$ cat config.mk
export PLATFORM = sky130hd
export DESIGN_NAME = alu_shifter_pipe_flat
export DESIGN_NICKNAME = d
export VERILOG_FILES = /design/src/rtl/alu_pkg.sv /design/src/rtl/alu_shifter_pipe_if.sv /design/src/rtl/alu_shifter_pipe_stage.sv /design/src/rtl/alu_shifter_pipe.sv /design/src/flat_wrapper.sv
export SDC_FILE = /design/constraint.sdc
export NUM_CORES = 1
export LEC_CHECK = 0
export CAP_MARGIN = 20
export CELL_PAD_IN_SITES_DETAIL_PLACEMENT = 0
export CELL_PAD_IN_SITES_GLOBAL_PLACEMENT = 2
export CORE_AREA = 2 2 215 217
export DETAILED_ROUTE_END_ITERATION = 10
export DIE_AREA = 0 0 217 219
export GPL_ROUTABILITY_DRIVEN = 0
export PLACE_DENSITY = 0.81
export SYNTH_ARGS = -nofsm -noshare
export SYNTH_HDL_FRONTEND = slang
export SYNTH_SLANG_ARGS = --single-unit
$ cat constraint.sdc
create_clock -name clk -period 2.4 [get_ports clk]
set_input_delay 0.24 -clock clk [delete_from_list [all_inputs] [get_ports clk]]
set_output_delay 0.24 -clock clk [all_outputs]
set_load 0.03 [all_outputs]
$ cat src/rtl/alu_pkg.sv
// Shared ALU types: op codes, flags and shifter control decode.
// Also holds the helper that splits barrel levels across pipe stages.
package alu_pkg;

    typedef enum logic [4:0] {
        ALU_ADD  = 5'd0,
        ALU_SUB  = 5'd1,
        ALU_AND  = 5'd2,
        ALU_OR   = 5'd3,
        ALU_XOR  = 5'd4,
        ALU_SLT  = 5'd5,
        ALU_SLTU = 5'd6,
        ALU_SLL  = 5'd7,
        ALU_SRL  = 5'd8,
        ALU_SRA  = 5'd9,
        ALU_SLLW = 5'd10,
        ALU_SRLW = 5'd11,
        ALU_SRAW = 5'd12,
        ALU_ROL  = 5'd13,
        ALU_ROR  = 5'd14,
        ALU_RORW = 5'd15
    } alu_op_t;

    typedef struct packed {
        logic zero;
        logic neg;
        logic carry;
        logic ovf;
        logic invalid_op;
    } alu_flags_t;

    typedef struct packed {
        logic dir;
        logic arith;
        logic rot;
        logic word;
        logic invalid;
    } shift_ctl_t;

    function automatic shift_ctl_t shift_decode(alu_op_t op);
        shift_ctl_t c;
        c = '0;
        unique case (op)
            ALU_SLL:  c.dir = 1'b1;
            ALU_SRL:  c.dir = 1'b0;
            ALU_SRA:  c.arith = 1'b1;
            ALU_SLLW: begin c.dir = 1'b1; c.word = 1'b1; end
            ALU_SRLW: c.word = 1'b1;
            ALU_SRAW: begin c.arith = 1'b1; c.word = 1'b1; end
            ALU_ROL:  begin c.dir = 1'b1; c.rot = 1'b1; end
            ALU_ROR:  c.rot = 1'b1;
            ALU_RORW: begin c.rot = 1'b1; c.word = 1'b1; end
            default:  c.invalid = 1'b1;
        endcase
        return c;
    endfunction

    // First barrel level owned by stage k; earlier stages absorb the remainder.
    function automatic int stage_lo(int k, int lvls, int stages);
        int base;
        int ext;
        base = lvls / stages;
        ext  = lvls % stages;
        return k * base + ((k < ext) ? k : ext);
    endfunction

endpackage

$ cat src/rtl/alu_shifter_pipe_if.sv
// Issue/writeback handshake bundle for the pipelined shifter.
// master drives ops and consumes results; slave is the shifter.
interface alu_shifter_pipe_if
    import alu_pkg::*;
#(
    parameter int WIDTH = 64,
    parameter int TAG_W = 6
);
    logic             in_valid;
    logic             in_ready;
    logic [WIDTH-1:0] op_a;
    logic [WIDTH-1:0] op_b;
    alu_op_t          alu_op;
    logic [TAG_W-1:0] in_tag;
    logic             out_valid;
    logic             out_ready;
    logic [WIDTH-1:0] result;
    alu_flags_t       flags;
    logic [TAG_W-1:0] out_tag;

    modport master (
        output in_valid, op_a, op_b, alu_op, in_tag, out_ready,
        input  in_ready, out_valid, result, flags, out_tag
    );

    modport slave (
        input  in_valid, op_a, op_b, alu_op, in_tag, out_ready,
        output in_ready, out_valid, result, flags, out_tag
    );
endinterface

$ cat src/rtl/alu_shifter_pipe_stage.sv
// One pipe stage: barrel levels LO..HI as right shift/rotate plus its register.
// The last stage also un-reverses left ops and applies W sign extension.
module shift_stage
    import alu_pkg::*;
#(
    parameter int WIDTH = 64,
    parameter int LO    = 0,
    parameter int HI    = 0,
    parameter int TAG_W = 6,
    parameter bit LAST  = 1'b0,
    parameter int LVL   = $clog2(WIDTH)
) (
    input  logic             clk,
    input  logic             rst,
    input  logic             flush_i,
    input  logic             ld_i,
    input  logic             valid_i,
    input  logic [WIDTH-1:0] data_i,
    input  logic [LVL-1:0]   amt_i,
    input  shift_ctl_t       ctl_i,
    input  logic             fill_i,
    input  logic [TAG_W-1:0] tag_i,
    output logic             valid_o,
    output logic [WIDTH-1:0] data_o,
    output logic [LVL-1:0]   amt_o,
    output shift_ctl_t       ctl_o,
    output logic             fill_o,
    output logic [TAG_W-1:0] tag_o
);

    logic             valid_q;
    logic [WIDTH-1:0] data_q;
    logic [WIDTH-1:0] data_d;
    logic [LVL-1:0]   amt_q;
    shift_ctl_t       ctl_q;
    logic             fill_q;
    logic [TAG_W-1:0] tag_q;
    logic [WIDTH-1:0] shf;
    logic [WIDTH-1:0] rev;
    logic [WIDTH-1:0] fin;

    always_comb begin
        shf = data_i;
        for (int i = LO; i <= HI; i++) begin
            if (amt_i[i]) begin
                if (ctl_i.rot)
                    shf = (shf >> (1 << i)) | (shf << (WIDTH - (1 << i)));
                else
                    shf = (shf >> (1 << i)) |
                          (fill_i ? ~({WIDTH{1'b1}} >> (1 << i)) : '0);
            end
        end
    end

    always_comb begin
        rev = '0;
        for (int j = 0; j < WIDTH; j++)
            rev[j] = shf[WIDTH-1-j];
        fin = ctl_i.dir ? rev : shf;
        if (ctl_i.word)
            for (int j = 32; j < WIDTH; j++)
                fin[j] = fin[31];
        if (ctl_i.invalid)
            fin = '0;
        data_d = LAST ? fin : shf;
    end

    always_ff @(posedge clk) begin
        if (rst) begin
            valid_q <= 1'b0;
            data_q  <= '0;
            amt_q   <= '0;
            ctl_q   <= '0;
            fill_q  <= 1'b0;
            tag_q   <= '0;
        end else if (flush_i) begin
            valid_q <= 1'b0;
        end else if (ld_i) begin
            valid_q <= valid_i;
            if (valid_i) begin
                data_q <= data_d;
                amt_q  <= amt_i;
                ctl_q  <= ctl_i;
                fill_q <= fill_i;
                tag_q  <= tag_i;
            end
        end
    end

    assign valid_o = valid_q;
    assign data_o  = data_q;
    assign amt_o   = amt_q;
    assign ctl_o   = ctl_q;
    assign fill_o  = fill_q;
    assign tag_o   = tag_q;

endmodule

$ cat src/rtl/alu_shifter_pipe.sv
// Pipelined shift/rotate unit: decode and operand prep, then STAGES barrel stages.
// Left ops enter bit-reversed so every stage only shifts or rotates right.
module alu_shifter_pipe
    import alu_pkg::*;
#(
    parameter int WIDTH      = 64,
    parameter int STAGES     = 2,
    parameter int TAG_W      = 6,
    parameter bit ENABLE_ROT = 1'b1
) (
    input  logic                clk,
    input  logic                rst,
    input  logic                flush,
    alu_shifter_pipe_if.slave   bus
);

    localparam int LVL = $clog2(WIDTH);
    localparam logic [LVL-1:0] WMASK = LVL'(31);

    logic [STAGES:0]   v;
    logic [WIDTH-1:0]  d   [STAGES+1];
    logic [LVL-1:0]    amt [STAGES+1];
    shift_ctl_t        c   [STAGES+1];
    logic [STAGES:0]   f;
    logic [TAG_W-1:0]  t   [STAGES+1];
    logic [STAGES-1:0] ld;

    shift_ctl_t        ctl_d;
    logic [LVL-1:0]    amt_d;
    logic [WIDTH-1:0]  ext;
    logic [WIDTH-1:0]  pre;
    logic              fill_d;
    alu_flags_t        fl;

    always_comb begin
        ctl_d = shift_decode(bus.alu_op);
        if (!ENABLE_ROT && ctl_d.rot) begin
            ctl_d.rot     = 1'b0;
            ctl_d.invalid = 1'b1;
        end
        if (WIDTH == 32)
            ctl_d.word = 1'b0;
        amt_d = bus.op_b[LVL-1:0];
        if (ctl_d.word)
            amt_d = amt_d & WMASK;
        // W ops: upper half becomes a copy (rotate), sign or zero.
        ext = bus.op_a;
        if (ctl_d.word)
            for (int j = 32; j < WIDTH; j++)
                ext[j] = ctl_d.rot ? bus.op_a[j-32]
                                   : (ctl_d.arith & bus.op_a[31]);
        fill_d = ctl_d.arith & ext[WIDTH-1];
        pre = ext;
        if (ctl_d.dir)
            for (int j = 0; j < WIDTH; j++)
                pre[j] = ext[WIDTH-1-j];
    end

    // A stage may load when any later stage has a hole or the output drains.
    always_comb begin
        ld = '0;
        for (int k = 0; k < STAGES; k++) begin
            ld[k] = bus.out_ready;
            for (int j = k + 1; j <= STAGES; j++)
                if (!v[j])
                    ld[k] = 1'b1;
        end
    end

    assign v[0]   = bus.in_valid;
    assign d[0]   = pre;
    assign amt[0] = amt_d;
    assign c[0]   = ctl_d;
    assign f[0]   = fill_d;
    assign t[0]   = bus.in_tag;

    for (genvar k = 0; k < STAGES; k++) begin : g_stage
        shift_stage #(
            .WIDTH (WIDTH),
            .LO    (stage_lo(k, LVL, STAGES)),
            .HI    (stage_lo(k + 1, LVL, STAGES) - 1),
            .TAG_W (TAG_W),
            .LAST  (k == STAGES - 1)
        ) u_stage (
            .clk     (clk),
            .rst     (rst),
            .flush_i (flush),
            .ld_i    (ld[k]),
            .valid_i (v[k]),
            .data_i  (d[k]),
            .amt_i   (amt[k]),
            .ctl_i   (c[k]),
            .fill_i  (f[k]),
            .tag_i   (t[k]),
            .valid_o (v[k+1]),
            .data_o  (d[k+1]),
            .amt_o   (amt[k+1]),
            .ctl_o   (c[k+1]),
            .fill_o  (f[k+1]),
            .tag_o   (t[k+1])
        );
    end

    always_comb begin
        fl = '0;
        fl.invalid_op = c[STAGES].invalid;
    end

    assign bus.in_ready  = ld[0] & ~flush;
    assign bus.out_valid = v[STAGES];
    assign bus.result    = d[STAGES];
    assign bus.flags     = fl;
    assign bus.out_tag   = t[STAGES];

endmodule

$ cat src/flat_wrapper.sv
// flat-port wrapper written by rule: the top's interface ports become plain ports
module alu_shifter_pipe_flat import alu_pkg::*;
#(
    parameter int WIDTH      = 64,
    parameter int STAGES     = 2,
    parameter int TAG_W      = 6,
    parameter bit ENABLE_ROT = 1'b1
)
  (clk, rst, flush, bus_in_valid, bus_op_a, bus_op_b, bus_alu_op, bus_in_tag, bus_out_ready, bus_in_ready, bus_out_valid, bus_result, bus_flags, bus_out_tag);
  alu_shifter_pipe_if #(.WIDTH(WIDTH), .TAG_W(TAG_W)) bus_i ();
  input  logic clk;
  input  logic rst;
  input  logic flush;
  input wire logic [$bits(bus_i.in_valid)-1:0] bus_in_valid;
  input wire logic [$bits(bus_i.op_a)-1:0] bus_op_a;
  input wire logic [$bits(bus_i.op_b)-1:0] bus_op_b;
  input wire logic [$bits(bus_i.alu_op)-1:0] bus_alu_op;
  input wire logic [$bits(bus_i.in_tag)-1:0] bus_in_tag;
  input wire logic [$bits(bus_i.out_ready)-1:0] bus_out_ready;
  output wire logic [$bits(bus_i.in_ready)-1:0] bus_in_ready;
  output wire logic [$bits(bus_i.out_valid)-1:0] bus_out_valid;
  output wire logic [$bits(bus_i.result)-1:0] bus_result;
  output wire logic [$bits(bus_i.flags)-1:0] bus_flags;
  output wire logic [$bits(bus_i.out_tag)-1:0] bus_out_tag;
  assign bus_i.in_valid = bus_in_valid;
  assign bus_i.op_a = bus_op_a;
  assign bus_i.op_b = bus_op_b;
  assign bus_i.alu_op = bus_alu_op;
  assign bus_i.in_tag = bus_in_tag;
  assign bus_i.out_ready = bus_out_ready;
  assign bus_in_ready = bus_i.in_ready;
  assign bus_out_valid = bus_i.out_valid;
  assign bus_result = bus_i.result;
  assign bus_flags = bus_i.flags;
  assign bus_out_tag = bus_i.out_tag;
  alu_shifter_pipe #(.WIDTH(WIDTH), .STAGES(STAGES), .TAG_W(TAG_W), .ENABLE_ROT(ENABLE_ROT)) u_core (.clk(clk), .rst(rst), .flush(flush), .bus(bus_i));
endmodule
======== After elaboration in Yosys (flattened, before gate mapping) ========
Index checks and enable logic that the tools add are counted.
storage, ports and cells
  register bits ........................... 154
  input port bits ......................... 144
  output and inout port bits .............. 77
  word-level logic and storage cells ...... 110
operators by class
  equal/unequal tests ..................... 9
  mux-type cells .......................... 64
  bitwise gates (word level) .............. 16
  reduce and logical (&&, ||, !) cells .... 8
operator list
  kind                count
  $mux 64             21
  $or 32x64->64       2
  $or 48x64->64       2
  $or 56x64->64       2
  $or 60x64->64       2
  $or 62x64->64       2
  $or 63x64->64       2
  $mux 32             2
  $eq 5x4->1 const B  8
  $mux 1              40
  $reduce_or 9->1     1
  $mux 6              1
  $reduce_and 3->1    2
  $reduce_or 3->1     2
  $eq 5x3->1 const B  1
  $reduce_or 2->1     2
  $reduce_or 4->1     1
  $and 1x1->1         3
  $not 1->1           1

======== Logic depth before layout (Yosys ltp) ========
  word-level depth ........................ 17
  gate-level depth with buffers ........... 11
  mapped depth without buffers ............ 7

======== Modules after synthesis ========
A second synthesis with hierarchy kept.
second synthesis, totals
  cell total of the unflattened synthesis .. 1521
  area, all modules ....................... 13357.8 µm²
by module, submodules not included
  module                                    instances  cells an instance  area each (µm²)  sequential area each (µm²)
  shift_stage at u_core.g_stage[1].u_stage  1          694                6314.8           1661.6
  shift_stage at u_core.g_stage[0].u_stage  1          462                4715.8           1661.6
  alu_shifter_pipe                          1          365                2327.2           0.0

======== Worst setup path before layout ========
OpenSTA, ideal clock, no wires.
  path type ............................... reg2reg
  from .................................... reg u_core.g_stage[0].u_stage.amt_q[3]
  to ...................................... reg u_core.g_stage[1].u_stage.data_q[9]
  setup time .............................. 0.128 ns
  arrival ................................. 2.210 ns
  data required time ...................... 2.272 ns
  slack ................................... 0.063 ns
  cell stages (with the launch flop) ...... 11
  path buffers ............................ 3
  period minus slack after synthesis ...... 2.337 ns
  path through ............................ dfxtp_1 > buf_2 > buf_2 > buf_2 > mux4_2 > a21oi_1 > nor2_1 > a21oi_1 > mux2i_1 > a22oi_1 > nor2_1
on the way
  cells in the longest elaborated chain, start to end .. 9
  elaborated cells between the ends (all ways) .. 11
  classes of those cells .................. 7 x mux; 4 x bitwise
ends and longest elaborated chain
  element                           RTL line                                                    RTL
  from (decl)                       alu_shifter_pipe_stage.sv:34                                logic [LVL-1:0] amt_q;
  from (signal assigned)            alu_shifter_pipe_stage.sv:82                                amt_q <= amt_i;
  $mux 64 *                         alu_shifter_pipe_stage.sv:45                                if (amt_i[i]) begin
  $or 48x64->64 (on tied branches)  alu_shifter_pipe_stage.sv:49, alu_shifter_pipe_stage.sv:47
  $mux 64                           alu_shifter_pipe_stage.sv:46                                if (ctl_i.rot)
  $mux 64 *                         alu_shifter_pipe_stage.sv:45
  $or 32x64->64 (on tied branches)  alu_shifter_pipe_stage.sv:49, alu_shifter_pipe_stage.sv:47
  $mux 64                           alu_shifter_pipe_stage.sv:46
  $mux 64 *                         alu_shifter_pipe_stage.sv:45
  $mux 64 *                         alu_shifter_pipe_stage.sv:59                                fin = ctl_i.dir ? rev : shf;
  $mux 64 *                         alu_shifter_pipe_stage.sv:63                                if (ctl_i.invalid)
  to (signal assigned)              alu_shifter_pipe_stage.sv:81                                data_q <= data_d;
  to (decl)                         alu_shifter_pipe_stage.sv:32                                logic [WIDTH-1:0] data_q;
Mark *: on every way between the ends. The rest lies on a longest branch, timed or not.
A chain may end at the register's enable or synchronous reset.

======== Worst setup path after layout ========
  from .................................... in bus_alu_op[1]
  to ...................................... reg u_core.g_stage[0].u_stage.data_q[13]
on the way
  cells in the longest elaborated chain, start to end .. 16
  elaborated cells between the ends (all ways) .. 39
  classes of those cells .................. 8 x eq/ne; 20 x mux; 7 x bitwise; 4 x reduce/logical
ends and longest elaborated chain
  element                           RTL line                                                    RTL
  from (decl)                       flat_wrapper.sv:17                                          input wire logic [$bits(bus_i.alu_op)-1:0] bus_alu_op;
  $eq 5x4->1                        alu_pkg.sv:43                                               unique case (op)
  $reduce_or 2->1 (no source line)  -
  $mux 1                            alu_pkg.sv:43
  $and 1x1->1                       alu_shifter_pipe.sv:51                                      : (ctl_d.arith & bus.op_a[31]);
  $mux 1                            alu_shifter_pipe.sv:50                                      ext[j] = ctl_d.rot ? bus.op_a[j-32]
  $mux 32                           alu_shifter_pipe.sv:48                                      if (ctl_d.word)
  $mux 64                           alu_shifter_pipe.sv:54                                      if (ctl_d.dir)
  $or 63x64->64 (on tied branches)  alu_shifter_pipe_stage.sv:49, alu_shifter_pipe_stage.sv:47
  $mux 64                           alu_shifter_pipe_stage.sv:46
  $mux 64                           alu_shifter_pipe_stage.sv:45
  $or 62x64->64 (on tied branches)  alu_shifter_pipe_stage.sv:49, alu_shifter_pipe_stage.sv:47
  $mux 64                           alu_shifter_pipe_stage.sv:46
  $mux 64                           alu_shifter_pipe_stage.sv:45
  $or 60x64->64 (on tied branches)  alu_shifter_pipe_stage.sv:49, alu_shifter_pipe_stage.sv:47
  $mux 64                           alu_shifter_pipe_stage.sv:46
  $mux 64 *                         alu_shifter_pipe_stage.sv:45
  to (signal assigned)              alu_shifter_pipe_stage.sv:81
  to (decl)                         alu_shifter_pipe_stage.sv:32
Marked as above.

==> results.md <==
- Largest cells by area after synthesis: dfxtp_1 (23%), mux2i_1 (12%), mux4_2 (9.9%)
- Post-route insts no fill: approximately 2,300
- Critical Setup Path Class: input port to flip-flop
- Area of placed instances: between 15,000 and 20,000 um2
- Initial Util: 0.288
- CTS sink count: 151
- Worst Tran Pin Value: roughly 0.62 ns
- Post-synthesis cell type count: between 60 and 70
- DRC Markers: 0
- Worst Slack Setup Final: ~0.058 ns
- Hold crit path type: input port to flip-flop
- RSZ-0062 raised after global routing: false
- CTS tree: built
- Worst setup SP type: input port
- Port-buffer cells: 158
- Crit. End Element: flip-flop
- Req. time, crit path: about 2.7 ns
- Latest clock arrival within the worst-skew pair: roughly 0.44 ns
- Final hold slack: approximately 0.19 ns
- Antenna Cells: 0
- Fin Setup TNS: 0 ns
- Syn_area_per_cell: between 8 and 9 um2
- Clock network power share: 0.346
- Starting DRC count in detailed routing: 1,069
- Register area share after synthesis: 0.233
- Vias/cell: ~5.6
- Max-slew violations: 0
- Final Cycle Share: 0.976
- P_leak: about 6.3 nW
- Seq pwr share: 0.336
- Final antenna-violating net count: 0
- Commonest cells after routing, fill and taps aside: buf_4 (161), clkdlybuf4s50_1 (152), nand2_1 (151)
- Arrival time worst endpoint: around 2.6 ns
- Yosys top cell area share: 0.233
- H-Tree Depth: 4
- Largest net degree at the start of global routing: slightly above 100
- # placed instances: between 2,000 and 2,500
- Final instance area: about 17,000 um2
- Final setup vio count: 0
- First-pass GRT wire length: approximately 75,000 um
- Final WL: between 40,000 and 50,000 um
- Switching power total: 2.80 mW
- Layout cell share with drive strength beyond 1: 0.244
- Skew final: about 0.011 ns
- Syn Inst Count: between 1,500 and 2,000
- Number of flops mapped to enable cells by yosys: 0
- Total CTS buffers: 17
- Most common cell after layout, fill and taps aside: buf_4
- Synthesized area: around 13,000 um2
- FP Rows: just under 80
- VDD IR-drop max: around 0.00034 V
- CTS clock-pin slew for the worst setup and hold paths: about 0.07 ns
- Pwr dens: roughly 480 nW/um2
- Fmax: 427 MHz
- Internal Power: around 5.4 mW
- Worst rel slew slack: 0.575
- Gr usage total: 0.203
- Area leader, netlist: dfxtp_1
- Core ar.: roughly 45,000 um2
- Total Power: about 8.2 mW
- Vias in the first global route: roughly 12,000
- Setup WS pre-CTS: -0.821 ns
- FF+latch count, synth: approximately 150
- First drt pass iteration count: 5
- Initial antenna violation count: 0
- Combinational share of power: 0.319
- Status: completed
- Via Count: 13,000
- Average wire per standard cell: between 20 and 25 um
- Final core utilization: 0.382
- Nets: 1,869
- Synth warn: 0
- Sw frac: 0.341
- Die Span X: roughly 220 um
- Async set-or-reset flop fraction in the synthesized netlist: 0
- Die Ht: 219 um
- Filler cell count: about 4,600
- Root Buffer: clkbuf_16
- GRT Residual Overflow: 0
- CTS max path bufs: 2
- Tmin final: roughly 2.3 ns
- Hold-fix buffers, CTS: 0
- Detailed placement HPWL: between 30,000 and 40,000 um
- Layout area overhead: 32.8%
- MaxCap Viol Count: 0
- Dominant synthesized flop cell: dfxtp_1
- # IOs: 221
- Crit-path max FO: 22
- Hold Vio Cnt, Final: 0
- Die area: 47,500 um2
==> path summary, 6_finish.rpt <==
path                                              startpoint                                                end  slack [ns]  depth (start not counted)
min reg2reg  u_core.g_stage[0].u_stage.tag_o[2]$_SDFFE_PP0P_    u_core.g_stage[1].u_stage.tag_o[2]$_SDFFE_PP0P_        0.45                          2
max                                            bus_alu_op[1]  u_core.g_stage[0].u_stage.data_o[13]$_SDFFE_PP0P_        0.06                         11
max reg2reg  u_core.g_stage[0].u_stage.amt_o[3]$_SDFFE_PP0P_  u_core.g_stage[1].u_stage.data_o[35]$_SDFFE_PP0P_        0.10                          8
min                                                      rst  u_core.g_stage[1].u_stage.data_o[32]$_SDFFE_PP0P_        0.19                          2
==> critical path: stages <==
cell,delay (ns)
dlygate4sd2_1,0.24
buf_6,0.13
or2_1,0.23
and2_1,0.18
buf_12,0.16
buf_4,0.16
a211o_1,0.35
a31oi_2,0.30
mux2i_2,0.15
mux2i_2,0.30
o221ai_1,0.18
==> power by group through the flow <==
stage               Combinational [mW]  Sequential [mW]  Clock (mW)
CTS                               2.52             2.75        2.87
finish                            2.61             2.75        2.83
floorplan                         1.41             2.73           0
global placement                  2.34             2.80           0
global route                      2.79             2.76        2.99
detailed placement                2.36             2.81           0
==> per-layer routing <==
metal	global-route usage	vias to the layer above	share of wire
met2	0.326	497	0.46
met4	0.0584	0	0.025
met1	0.279	6281	0.45
met5	0	-	0
met3	0.0328	59	0.061
li1	-	6188	-
==> synth_stat cells, types with 28 or more instances <==
cell type    n
a211o_1     28
nand3_1     65
mux2i_1    156
a21oi_1    116
a211oi_1    47
mux4_2      57
mux2_2      29
o21ai_0     58
nor2_1     110
buf_2       28
clkbuf_1   113
dfxtp_1    151
nand2_1    152
and2_1      56
o221ai_1    48
a31oi_1     60
buf_4       74
a21o_1      45
==> sequential cells by signal, summed over array words and instances, names as in the netlist <==
signal	flops
u_core.g_stage.u_stage.valid_o	2
u_core.g_stage.u_stage.data_o	128
u_core.g_stage.u_stage.tag_o	12
u_core.g_stage.u_stage.ctl_o	5
u_core.g_stage.u_stage.fill_o	1
u_core.g_stage.u_stage.amt_o	3
==> cell type report <==
| cell class | count | area, um2 | share of cell area |
|---|---|---|---|
| clock buffers | 17 | 425 | 0.0247 |
| clock inverters | 15 | 183 | 0.0106 |
| inverters | 8 | 30.0 | 0.00174 |
| multi-input cells | 1190 | 9290 | 0.540 |
| flip-flops and latches | 151 | 3030 | 0.176 |
| well taps | 600 | 751 | 0.0436 |
| repair buffers | 357 | 3500 | 0.203 |
==> logic make-up (layout without fill, tap and decap cells) <==
logic type | after synthesis | count (layout) | synth area share
AOI/OAI and AO/OA | 500 | 500 | 0.262
and+or+nand+nor | 437 | 437 | 0.157
buffers and inverters | 247 | 397 | 0.0969
muxes | 244 | 244 | 0.247
DFF | 151 | 151 | 0.233
xor gates and xnor gates | 5 | 5 | 0.00338
other | 1 | 4 | 0.000289
==> timing repair <==
action / in CTS / in global routing
cloned: 3 / 0
pin swaps: 8 / 6
setup buffers: 12 / 2
resized for setup: 79 / 36
endpoints found under the setup margin: 64 / 88
No activity file was read; power rests on OpenSTA's default activity.
